[config.mk]
export PLATFORM = sky130hd
export DESIGN_NAME = fetch_unit
export DESIGN_NICKNAME = d
export VERILOG_FILES = /design/src/rtl/fetch_pkg.sv /design/src/rtl/fetch_fifo.sv /design/src/rtl/fetch_unit.sv
export SDC_FILE = /design/constraint.sdc
export NUM_CORES = 1
export LEC_CHECK = 0
export CAP_MARGIN = 40
export CORE_MARGIN = 10
export CORE_UTILIZATION = 50
export CTS_CLUSTER_SIZE = 25
export DETAILED_ROUTE_END_ITERATION = 10
export GPL_TIMING_DRIVEN = 0
export PLACE_DENSITY_LB_ADDON = 0.3
export SLEW_MARGIN = 5
export SYNTH_ARGS = -nofsm -noshare
export SYNTH_HDL_FRONTEND = slang
export SYNTH_SLANG_ARGS = --single-unit
export TNS_END_PERCENT = 100
[constraint.sdc]
create_clock -name clk -period 7.6 [get_ports clk]
set_clock_uncertainty 0.1 [all_clocks]
set_input_delay 2.28 -clock clk [delete_from_list [all_inputs] [get_ports clk]]
set_output_delay 2.28 -clock clk [all_outputs]
set_load 0.05 [all_outputs]
[src/rtl/fetch_pkg.sv]
// Shared constants and the queue entry type for the instruction fetch front end.
package fetch_pkg;

    localparam logic [31:0] NOP_INSTR        = 32'h0000_0013;
    localparam logic [31:0] DEFAULT_RESET_PC = 32'hBFC0_0000;

    typedef struct packed {
        logic [31:0] pc;
        logic [31:0] instr;
    } fetch_entry_t;

endpackage

[src/rtl/fetch_fifo.sv]
// Synchronous DEPTH-entry FIFO with push, pop, dominant flush and an occupancy count.
module fetch_fifo
    import fetch_pkg::*;
#(
    parameter type         T     = fetch_entry_t,
    parameter int unsigned DEPTH = 4
) (
    input  logic                     clk,
    input  logic                     rst,
    input  logic                     flush_i,
    input  logic                     push_i,
    input  T                         data_i,
    input  logic                     pop_i,
    output T                         data_o,
    output logic                     valid_o,
    output logic [$clog2(DEPTH):0]   count_o
);

    localparam int unsigned PW = $clog2(DEPTH);
    localparam logic [PW:0] FULL = (PW + 1)'(DEPTH);

    T              mem_q [DEPTH];
    T              mem_d [DEPTH];
    logic [PW-1:0] wr_ptr_q, wr_ptr_d;
    logic [PW-1:0] rd_ptr_q, rd_ptr_d;
    logic [PW:0]   count_q, count_d;
    logic          do_push, do_pop;

    always_comb begin
        mem_d    = mem_q;
        wr_ptr_d = wr_ptr_q;
        rd_ptr_d = rd_ptr_q;
        count_d  = count_q;
        do_push  = push_i && (count_q != FULL);
        do_pop   = pop_i && (count_q != '0);
        if (flush_i) begin
            wr_ptr_d = '0;
            rd_ptr_d = '0;
            count_d  = '0;
        end else begin
            if (do_push) begin
                mem_d[wr_ptr_q] = data_i;
                wr_ptr_d        = wr_ptr_q + PW'(1);
            end
            if (do_pop) begin
                rd_ptr_d = rd_ptr_q + PW'(1);
            end
            count_d = count_q + (PW + 1)'(do_push) - (PW + 1)'(do_pop);
        end
    end

    always_ff @(posedge clk) begin
        if (rst) begin
            wr_ptr_q <= '0;
            rd_ptr_q <= '0;
            count_q  <= '0;
        end else begin
            wr_ptr_q <= wr_ptr_d;
            rd_ptr_q <= rd_ptr_d;
            count_q  <= count_d;
        end
        mem_q <= mem_d;
    end

    assign data_o  = mem_q[rd_ptr_q];
    assign valid_o = (count_q != '0);
    assign count_o = count_q;

endmodule

[src/rtl/fetch_unit.sv]
// Fetch front end: credit-limited in-order imem requests, response queue to decode,
// and redirect handling that flushes the queue and drops stale in-flight responses.
module fetch_unit
    import fetch_pkg::*;
#(
    parameter int unsigned           ADDR_WIDTH  = 32,
    parameter int unsigned           INSTR_WIDTH = 32,
    parameter int unsigned           DEPTH       = 4,
    parameter logic [ADDR_WIDTH-1:0] RESET_PC    = ADDR_WIDTH'(DEFAULT_RESET_PC)
) (
    input  logic                   clk,
    input  logic                   rst,
    output logic                   imem_req_o,
    output logic [ADDR_WIDTH-1:0]  imem_addr_o,
    input  logic                   imem_gnt_i,
    input  logic                   imem_rvalid_i,
    input  logic [INSTR_WIDTH-1:0] imem_rdata_i,
    input  logic                   redirect_i,
    input  logic [ADDR_WIDTH-1:0]  redirect_pc_i,
    output logic                   instr_valid_o,
    output logic [INSTR_WIDTH-1:0] instr_o,
    output logic [ADDR_WIDTH-1:0]  pc_o,
    input  logic                   instr_ready_i
);

    localparam int unsigned CW = $clog2(DEPTH) + 1;
    localparam logic [CW:0] CREDITS = (CW + 1)'(DEPTH);

    typedef struct packed {
        logic [ADDR_WIDTH-1:0]  pc;
        logic [INSTR_WIDTH-1:0] instr;
    } entry_t;

    logic [ADDR_WIDTH-1:0] fetch_pc_q, fetch_pc_d;
    logic [ADDR_WIDTH-1:0] resp_pc_q, resp_pc_d;
    logic [CW-1:0]         outstanding_q, outstanding_d;
    logic [CW-1:0]         discard_q, discard_d;
    logic [CW-1:0]         count;
    logic [CW:0]           credit_used;
    logic                  fire, push, pop, fifo_valid;
    logic [ADDR_WIDTH-1:0] redirect_target;
    entry_t                push_entry, head;
    logic                  unused_redirect_lsbs;

    assign redirect_target      = {redirect_pc_i[ADDR_WIDTH-1:2], 2'b00};
    assign unused_redirect_lsbs = ^redirect_pc_i[1:0];

    // Queued plus in-flight words never exceed DEPTH, so a kept response always has room.
    assign credit_used = {1'b0, outstanding_q} + {1'b0, count};
    assign imem_req_o  = !rst && !redirect_i && (credit_used < CREDITS);
    assign imem_addr_o = fetch_pc_q;
    assign fire        = imem_req_o && imem_gnt_i;

    always_comb begin
        fetch_pc_d    = fetch_pc_q;
        resp_pc_d     = resp_pc_q;
        discard_d     = discard_q;
        push          = 1'b0;
        outstanding_d = outstanding_q + CW'(fire) - CW'(imem_rvalid_i);
        if (redirect_i) begin
            // Everything still in flight after this cycle's return is stale.
            fetch_pc_d = redirect_target;
            resp_pc_d  = redirect_target;
            discard_d  = outstanding_q - CW'(imem_rvalid_i);
        end else begin
            if (fire) begin
                fetch_pc_d = fetch_pc_q + ADDR_WIDTH'(4);
            end
            if (imem_rvalid_i) begin
                if (discard_q != '0) begin
                    discard_d = discard_q - CW'(1);
                end else begin
                    push      = 1'b1;
                    resp_pc_d = resp_pc_q + ADDR_WIDTH'(4);
                end
            end
        end
    end

    always_ff @(posedge clk) begin
        if (rst) begin
            fetch_pc_q    <= RESET_PC;
            resp_pc_q     <= RESET_PC;
            outstanding_q <= '0;
            discard_q     <= '0;
        end else begin
            fetch_pc_q    <= fetch_pc_d;
            resp_pc_q     <= resp_pc_d;
            outstanding_q <= outstanding_d;
            discard_q     <= discard_d;
        end
    end

    assign push_entry = '{pc: resp_pc_q, instr: imem_rdata_i};
    assign pop        = fifo_valid && instr_ready_i;

    fetch_fifo #(
        .T     (entry_t),
        .DEPTH (DEPTH)
    ) u_fifo (
        .clk     (clk),
        .rst     (rst),
        .flush_i (redirect_i),
        .push_i  (push),
        .data_i  (push_entry),
        .pop_i   (pop),
        .data_o  (head),
        .valid_o (fifo_valid),
        .count_o (count)
    );

    assign instr_valid_o = fifo_valid;
    assign instr_o       = fifo_valid ? head.instr : INSTR_WIDTH'(NOP_INSTR);
    assign pc_o          = fifo_valid ? head.pc : '0;

endmodule

==> results of run 1 <==
## logic make-up after synthesis
group,after synthesis
XOR/XNOR,40
buffers and inverters,83
adder cells (fa/ha/maj),18
AO/OA/AOI/OAI,100
multiplexers,72
other,1
flip-flops,321
AND/OR/NAND/NOR,269
## power by group through the flow
stage | Sequential, W | Clock [W] | Combinational (W)
6_report | 0.00201 | 0.00171 | 0.000599
5_1_grt | 0.00202 | 0.00180 | 0.000643
4_1_cts | 0.00201 | 0.00174 | 0.000608
3_5_place_dp | 0.00205 | 0 | 0.000604
3_3_place_gp | 0.00205 | 0 | 0.000591
2_1_floorplan | 0.00207 | 0 | 0.000349
## cells in the mapped netlist (all sizes together) (11+ instances only)
| cell type | n | area, um2 |
|---|---|---|
| inv | 32 | 120 |
| and2 | 74 | 463 |
| nand3 | 21 | 105 |
| clkbuf | 32 | 120 |
| nor2 | 36 | 135 |
| xnor2 | 21 | 184 |
| o21ai | 13 | 65.1 |
| nor3 | 11 | 55.1 |
| nand4 | 31 | 209 |
| edfxtp | 248 | 7450 |
| dfxtp | 73 | 1460 |
| mux4 | 62 | 1400 |
| ha | 16 | 200 |
| a21oi | 35 | 175 |
| nand2 | 40 | 150 |
| and3 | 12 | 75.1 |
| xor2 | 19 | 166 |
| a21boi | 11 | 82.6 |
| buf | 17 | 90.1 |
## stage by stage
step	hold WS [ps]	total power [W]
after global placement	380	0.00264
after CTS	398	0.00436
after detailed placement	381	0.00265
final	395	0.00432
after global routing	417	0.00447
after floorplan	380	0.00242
## how the worst max path moves through the flow
stage,startpoint,endpoint,slack [ps],cells past startpoint
floorplan,redirect_i,imem_req_o,2210,2
global placement,imem_rvalid_i,u_fifo.mem_q[218],290,4
detailed placement,rst,imem_req_o,920,4
CTS,rst,imem_req_o,920,4
global route,rst,imem_req_o,860,4
finish,rst,imem_req_o,980,4
## sequential cells by signal, indices dropped and copies added, names as in the netlist
signal / cells
u_fifo.mem_q: 248
u_fifo.count_o: 3
resp_pc_q: 30
u_fifo.wr_ptr_q: 2
outstanding_q: 3
u_fifo.rd_ptr_q: 2
discard_q: 3
imem_addr_o: 30
## routing by layer
| metal | vias up | wire [um] | global-route usage |
|---|---|---|---|
| li1 | 3877 | - | - |
| met1 | 4107 | 13200 | 0.235 |
| met2 | 307 | 14900 | 0.302 |
| met3 | 41 | 2420 | 0.0478 |
| met4 | 0 | 452 | 0.0446 |
| met5 | - | 0 | 0 |
## area by class of cell
type / count / area, um2 / share of cell area
buffer: 49 / 210 / 0.0125
clock buffer: 41 / 941 / 0.0558
clock inverter: 19 / 225 / 0.0134
inverter: 34 / 128 / 0.00757
multi-input combinational: 503 / 4300 / 0.255
sequential: 321 / 8910 / 0.528
tap: 341 / 427 / 0.0253
timing repair buffer: 168 / 1730 / 0.102
## worst reg2reg max path, cell delays in order (launching register included)
cell,delay [ps]
dfxtp_1,400
ha_1,250
nor3_1,230
and4_1,220
clkbuf_1,280
clkinv_1,350
clkbuf_1,370
ha_1,380
inv_1,40
ha_1,180
fa_1,390
xnor2_1,180
xnor2_1,140
nor2_1,60
==> results.sh, run 1 <==
export IMPL_die_w_um=184
export IMPL_path_delay_family="buffers and inverters"
export IMPL_place_ws_ps=923
export IMPL_syn2layout_area_growth_pct=24.7
export IMPL_reg2reg_from="u_fifo.count_o[2]"
export IMPL_critPathLaunchType="input port"
export IMPL_comb_power_share=0.139
export IMPL_crit_top_cell="clkdlybuf4s50_1"
export IMPL_synth_area_um2=13500
export IMPL_stdcell_area_um2=16900
export IMPL_worstHoldPathCells=1
export IMPL_syn_avg_cell_area_um2=15.0
export IMPL_drtIter0Drc=629
export IMPL_instances_no_fill=1476
export IMPL_drc=0
export IMPL_core_area_um2=26800
export IMPL_p_seq_frac=0.465
export IMPL_period_minus_slack_ps=6620
export IMPL_dieArea_um2=34000
export IMPL_p_clk_frac=0.396
export IMPL_setup_viol=0
export IMPL_clk_path_buf_depth=3
export IMPL_finalCritPeriodShare=0.870
export IMPL_initial_core_util=0.505
export IMPL_timing_fmax_mhz=151
export IMPL_fillers=1960
export IMPL_async_flop_share=0
export IMPL_muxShareOfSynthArea=0.111
export IMPL_cts_buffers=34
export IMPL_p_leak_nw=5.55
export IMPL_grt_pass1_wl_um=48700
export IMPL_finalSetupTns_ps=0
export IMPL_ys_seq_area_frac=0.659
export IMPL_numPortBuffers=161
export IMPL_first_pass_iters=5
export IMPL_synth_xor_area_frac=0.0259
export IMPL_ant_nets=0
export IMPL_grt_pass1_vias=8721
export IMPL_worstRegToRegCells=13
export IMPL_rsz0062_at_grt="false"
export IMPL_p_switching_w=0.00108
export IMPL_yosys_area_share_simple=0.114
export IMPL_synth_cells=904
export IMPL_clk_latency_ps=510
export IMPL_required_ps=5220
export IMPL_hold_end="imem_addr_o[31]"
export IMPL_synth_top_family_by_area="simple AND/OR/NAND/NOR gates"
export IMPL_synth_edff_count=248
export IMPL_max_slew_margin=0.356
export IMPL_power_density_nw_per_um2=256
export IMPL_drt_total_wl_um=31000
export IMPL_worst_slew_pin_slew_ps=958
export IMPL_ys_ff_latch=321
export IMPL_drive_gt1_frac=0.131
export IMPL_final_hold_violation_count=0
export IMPL_dp_cells=1416
export IMPL_htree_levels=2
export IMPL_postCtsSetupBuffers=0
export IMPL_layout_nets=1199
export IMPL_grt_usage=0.183
export IMPL_vias=8332
export IMPL_status="finished, final reports clean"
export IMPL_crit_slowest_cell="clkdlybuf4s50_1"
export IMPL_crit_path_end_kind="output port"
export IMPL_min_from="imem_addr_o[31]"
export IMPL_cts_sinks=321
export IMPL_yosysWarnings=0
export IMPL_gp_congestion=0.863
export IMPL_mostFrequentLayoutCells="edfxtp_1, clkdlybuf4s50_1, dfxtp_1"
export IMPL_r2r_end="outstanding_q[2]"
export IMPL_switching_share=0.251
export IMPL_synth_compound_area_frac=0.0476
export IMPL_peakVddDrop_v=0.000136
export IMPL_synthAdderAreaFrac=0.0178
export IMPL_design_portCount=168
export IMPL_place_area_um2=15700
export IMPL_grt_max_degree=52
export IMPL_path_max_fanout=7
export IMPL_crit_chain="clkdlybuf4s50_1 -> nor2_1 -> and3_1 -> clkdlybuf4s50_1"
export IMPL_die_h_um=184
export IMPL_antenna_found_initial=0
export IMPL_row_count=60
export IMPL_worstSetupPathType="input port to output port"
export IMPL_cts_hold_buf=0
export IMPL_postLayoutCoreUtil=0.629
export IMPL_layout_setup_ws_ps=985
export IMPL_cts_resized=0
export IMPL_maxCapViolCount=0
export IMPL_path_clk_slew_ps=60
export IMPL_r2r_slack_ps=3890
export IMPL_final_common_cell="edfxtp_1"
export IMPL_antenna_cells=0
export IMPL_hold_path_class="flip-flop to flip-flop"
export IMPL_internal_power_w=0.00324
export IMPL_synthDistinctLibCells=58
export IMPL_wire_per_inst_um=21.0
export IMPL_yosys_most_used_dff="edfxtp_1"
export IMPL_path_buf_inv=2
export IMPL_viasPerCell=5.64
export IMPL_overflow=0
export IMPL_crit_arrival_ps=4240
export IMPL_finalMaxSlewViolations=0
export IMPL_cts_root_buf="clkbuf_16"
export IMPL_dp_hpwl_um=21200
export IMPL_tritoncts="built"
export IMPL_cp_slowest_stage_delay_ps=800
Power figures use the tool's default switching activity.
==> inputs of run 2 (changes only) <==
--- a/config.mk
+++ b/config.mk
@@ -6,7 +6,9 @@
 export NUM_CORES = 1
 export LEC_CHECK = 0
 export CAP_MARGIN = 40
-export CORE_MARGIN = 10
+export CELL_PAD_IN_SITES_DETAIL_PLACEMENT = 0
+export CELL_PAD_IN_SITES_GLOBAL_PLACEMENT = 1
+export CORE_MARGIN = 3
 export CORE_UTILIZATION = 50
 export CTS_CLUSTER_SIZE = 25
 export DETAILED_ROUTE_END_ITERATION = 10
==> constraint.sdc (replaced) <==
create_clock -name clk -period 8.6 [get_ports clk]
set_clock_uncertainty 0.1 [all_clocks]
set_input_delay 2.58 -clock clk [delete_from_list [all_inputs] [get_ports clk]]
set_output_delay 2.58 -clock clk [all_outputs]
set_load 0.05 [all_outputs]
==> run 2 against run 1 <==
Routed wire length down 4.4%. Critical path depth stayed put. Cell count decreased by 0.27%. Global-route usage grew 2.2 points. Register-to-register slack improved by 980 ps. Total power fell by 16%. Hold slack got worse by 10 ps. Critical endpoint unchanged.
==> results.sh, run 2 (synthesized netlist as in run 1, its figures left out) <==
export IMPL_crit_top_cell="clkdlybuf4s50_1"
export IMPL_htree_levels=2
export IMPL_layout_nets=1200
export IMPL_cts_sinks=321
export IMPL_place_area_um2=15700
export IMPL_top_register="u_fifo.mem_q"
export IMPL_gp_congestion=0.860
export IMPL_path_max_fanout=7
export IMPL_numPortBuffers=161
export IMPL_cts_resized=0
export IMPL_path_clk_slew_ps=60
export IMPL_rsz0062_at_grt="false"
export IMPL_required_ps=5920
export IMPL_crit_chain="clkdlybuf4s50_1 -> nor2_1 -> and3_1 -> clkdlybuf4s50_1"
export IMPL_power_density_nw_per_um2=217
export IMPL_design_portCount=168
export IMPL_fillers=1980
export IMPL_grt_usage=0.205
export IMPL_row_count=59
export IMPL_critPathLaunchType="input port"
export IMPL_max_slew_margin=0.404
export IMPL_first_pass_iters=5
export IMPL_antenna_cells=0
export IMPL_grt_pass1_vias=8353
export IMPL_worst_slew_pin_slew_ps=887
export IMPL_antenna_found_initial=0
export IMPL_finalSetupTns_ps=0
export IMPL_clk_path_buf_depth=3
export IMPL_period_minus_slack_ps=7270
export IMPL_setup_viol=0
export IMPL_maxCapViolCount=0
export IMPL_final_hold_violation_count=0
export IMPL_cts_root_buf="clkbuf_16"
export IMPL_final_common_cell="edfxtp_1"
export IMPL_multi_input_area_um2=4300
export IMPL_tritoncts="built"
export IMPL_crit_arrival_ps=4590
export IMPL_overflow=0
export IMPL_largest_reg_flops=248
export IMPL_ant_nets=0
export IMPL_drive_gt1_frac=0.128
export IMPL_crit_slowest_cell="clkdlybuf4s50_1"
export IMPL_wire_per_inst_um=20.1
export IMPL_timing_fmax_mhz=138
export IMPL_cts_hold_buf=0
export IMPL_grt_max_degree=48
export IMPL_p_leak_nw=5.49
export IMPL_cts_buffers=34
export IMPL_peakVddDrop_v=0.000123
export IMPL_drtIter0Drc=671
export IMPL_drt_total_wl_um=29600
export IMPL_crit_path_end_kind="output port"
export IMPL_die_w_um=170
export IMPL_hold_path_class="flip-flop to flip-flop"
export IMPL_die_h_um=170
export IMPL_drc=0
export IMPL_core_area_um2=26400
export IMPL_status="finished, final reports clean"
export IMPL_viasPerCell=5.63
export IMPL_stdcell_area_um2=16700
export IMPL_initial_core_util=0.513
export IMPL_dp_hpwl_um=20100
export IMPL_regArea_um2=8910
export IMPL_syn2layout_area_growth_pct=23.7
export IMPL_dieArea_um2=29100
export IMPL_worstSetupPathType="input port to output port"
export IMPL_clk_latency_ps=500
export IMPL_mostFrequentLayoutCells="edfxtp_1, clkdlybuf4s50_1, dfxtp_1"
export IMPL_grt_pass1_wl_um=46400
export IMPL_postCtsSetupBuffers=0
export IMPL_cp_slowest_stage_delay_ps=810
export IMPL_finalMaxSlewViolations=0
export IMPL_finalCritPeriodShare=0.845
export IMPL_vias=8284
==> run 2: cell count changes in the layout (fill, tap and decap cells not counted), moves of 2 or more <==
cell and delta:
clkinv_1 +4, bufinv_16 -5, buf_12 -2, clkbuf_16 -2, clkinvlp_4 +2, buf_16 +2
==> run 2: final cells by class <==
class,instances,share of cell area
timing repair buffer,169,0.105
tap,335,0.0250
sequential,321,0.532
clock inverter,20,0.00650
inverter,34,0.00763
multi-input combinational,503,0.257
buffer,49,0.0126
clock buffer,41,0.0543
==> run 2: worst max-delay path: cells and delay by family <==
family / cells / cell delay [ps]
buf+inv: 2 / 1310
simple gates: 2 / 690
==> run 2: layer usage <==
metal	global-route usage	up-vias	share of wire
li1	-	3867	-
met1	0.294	4043	0.45
met2	0.326	321	0.47
met3	0.0388	53	0.063
met4	0.0568	0	0.024
met5	0	-	0
==> run 2: power by group <==
part           internal [W]  leakage (nW)  switching (W)
Clock              0.000756         0.484       0.000576
Sequential          0.00173          2.85      0.0000474
Combinational      0.000204          2.16       0.000322
Total               0.00269          5.49       0.000945
==> run 2: worst paths after layout <==
check,start,endpoint,slack [ps],cells after the start
max,rst,imem_req_o,1330,4
min,imem_addr_o[31],imem_addr_o[31],380,1
max reg2reg,u_fifo.count_o[2],outstanding_q[2],4870,13
min reg2reg,imem_addr_o[31],imem_addr_o[31],380,1
==> run 2: stage by stage <==
| step | worst slack [ps] | hold slack [ps] | utilization | std cells | power (W) |
|---|---|---|---|---|---|
| 2_1_floorplan | 2610 | 380 | - | 907 | 0.00214 |
| 6_report | 1330 | 385 | 0.635 | 1472 | 0.00363 |
| 5_1_grt | 1260 | 433 | 0.635 | 1472 | 0.00377 |
| 4_1_cts | 1290 | 387 | 0.635 | 1472 | 0.00367 |
| 3_5_place_dp | 1280 | 372 | 0.596 | 1411 | 0.00234 |
| 3_3_place_gp | 941 | 388 | 0.591 | 1403 | 0.00233 |
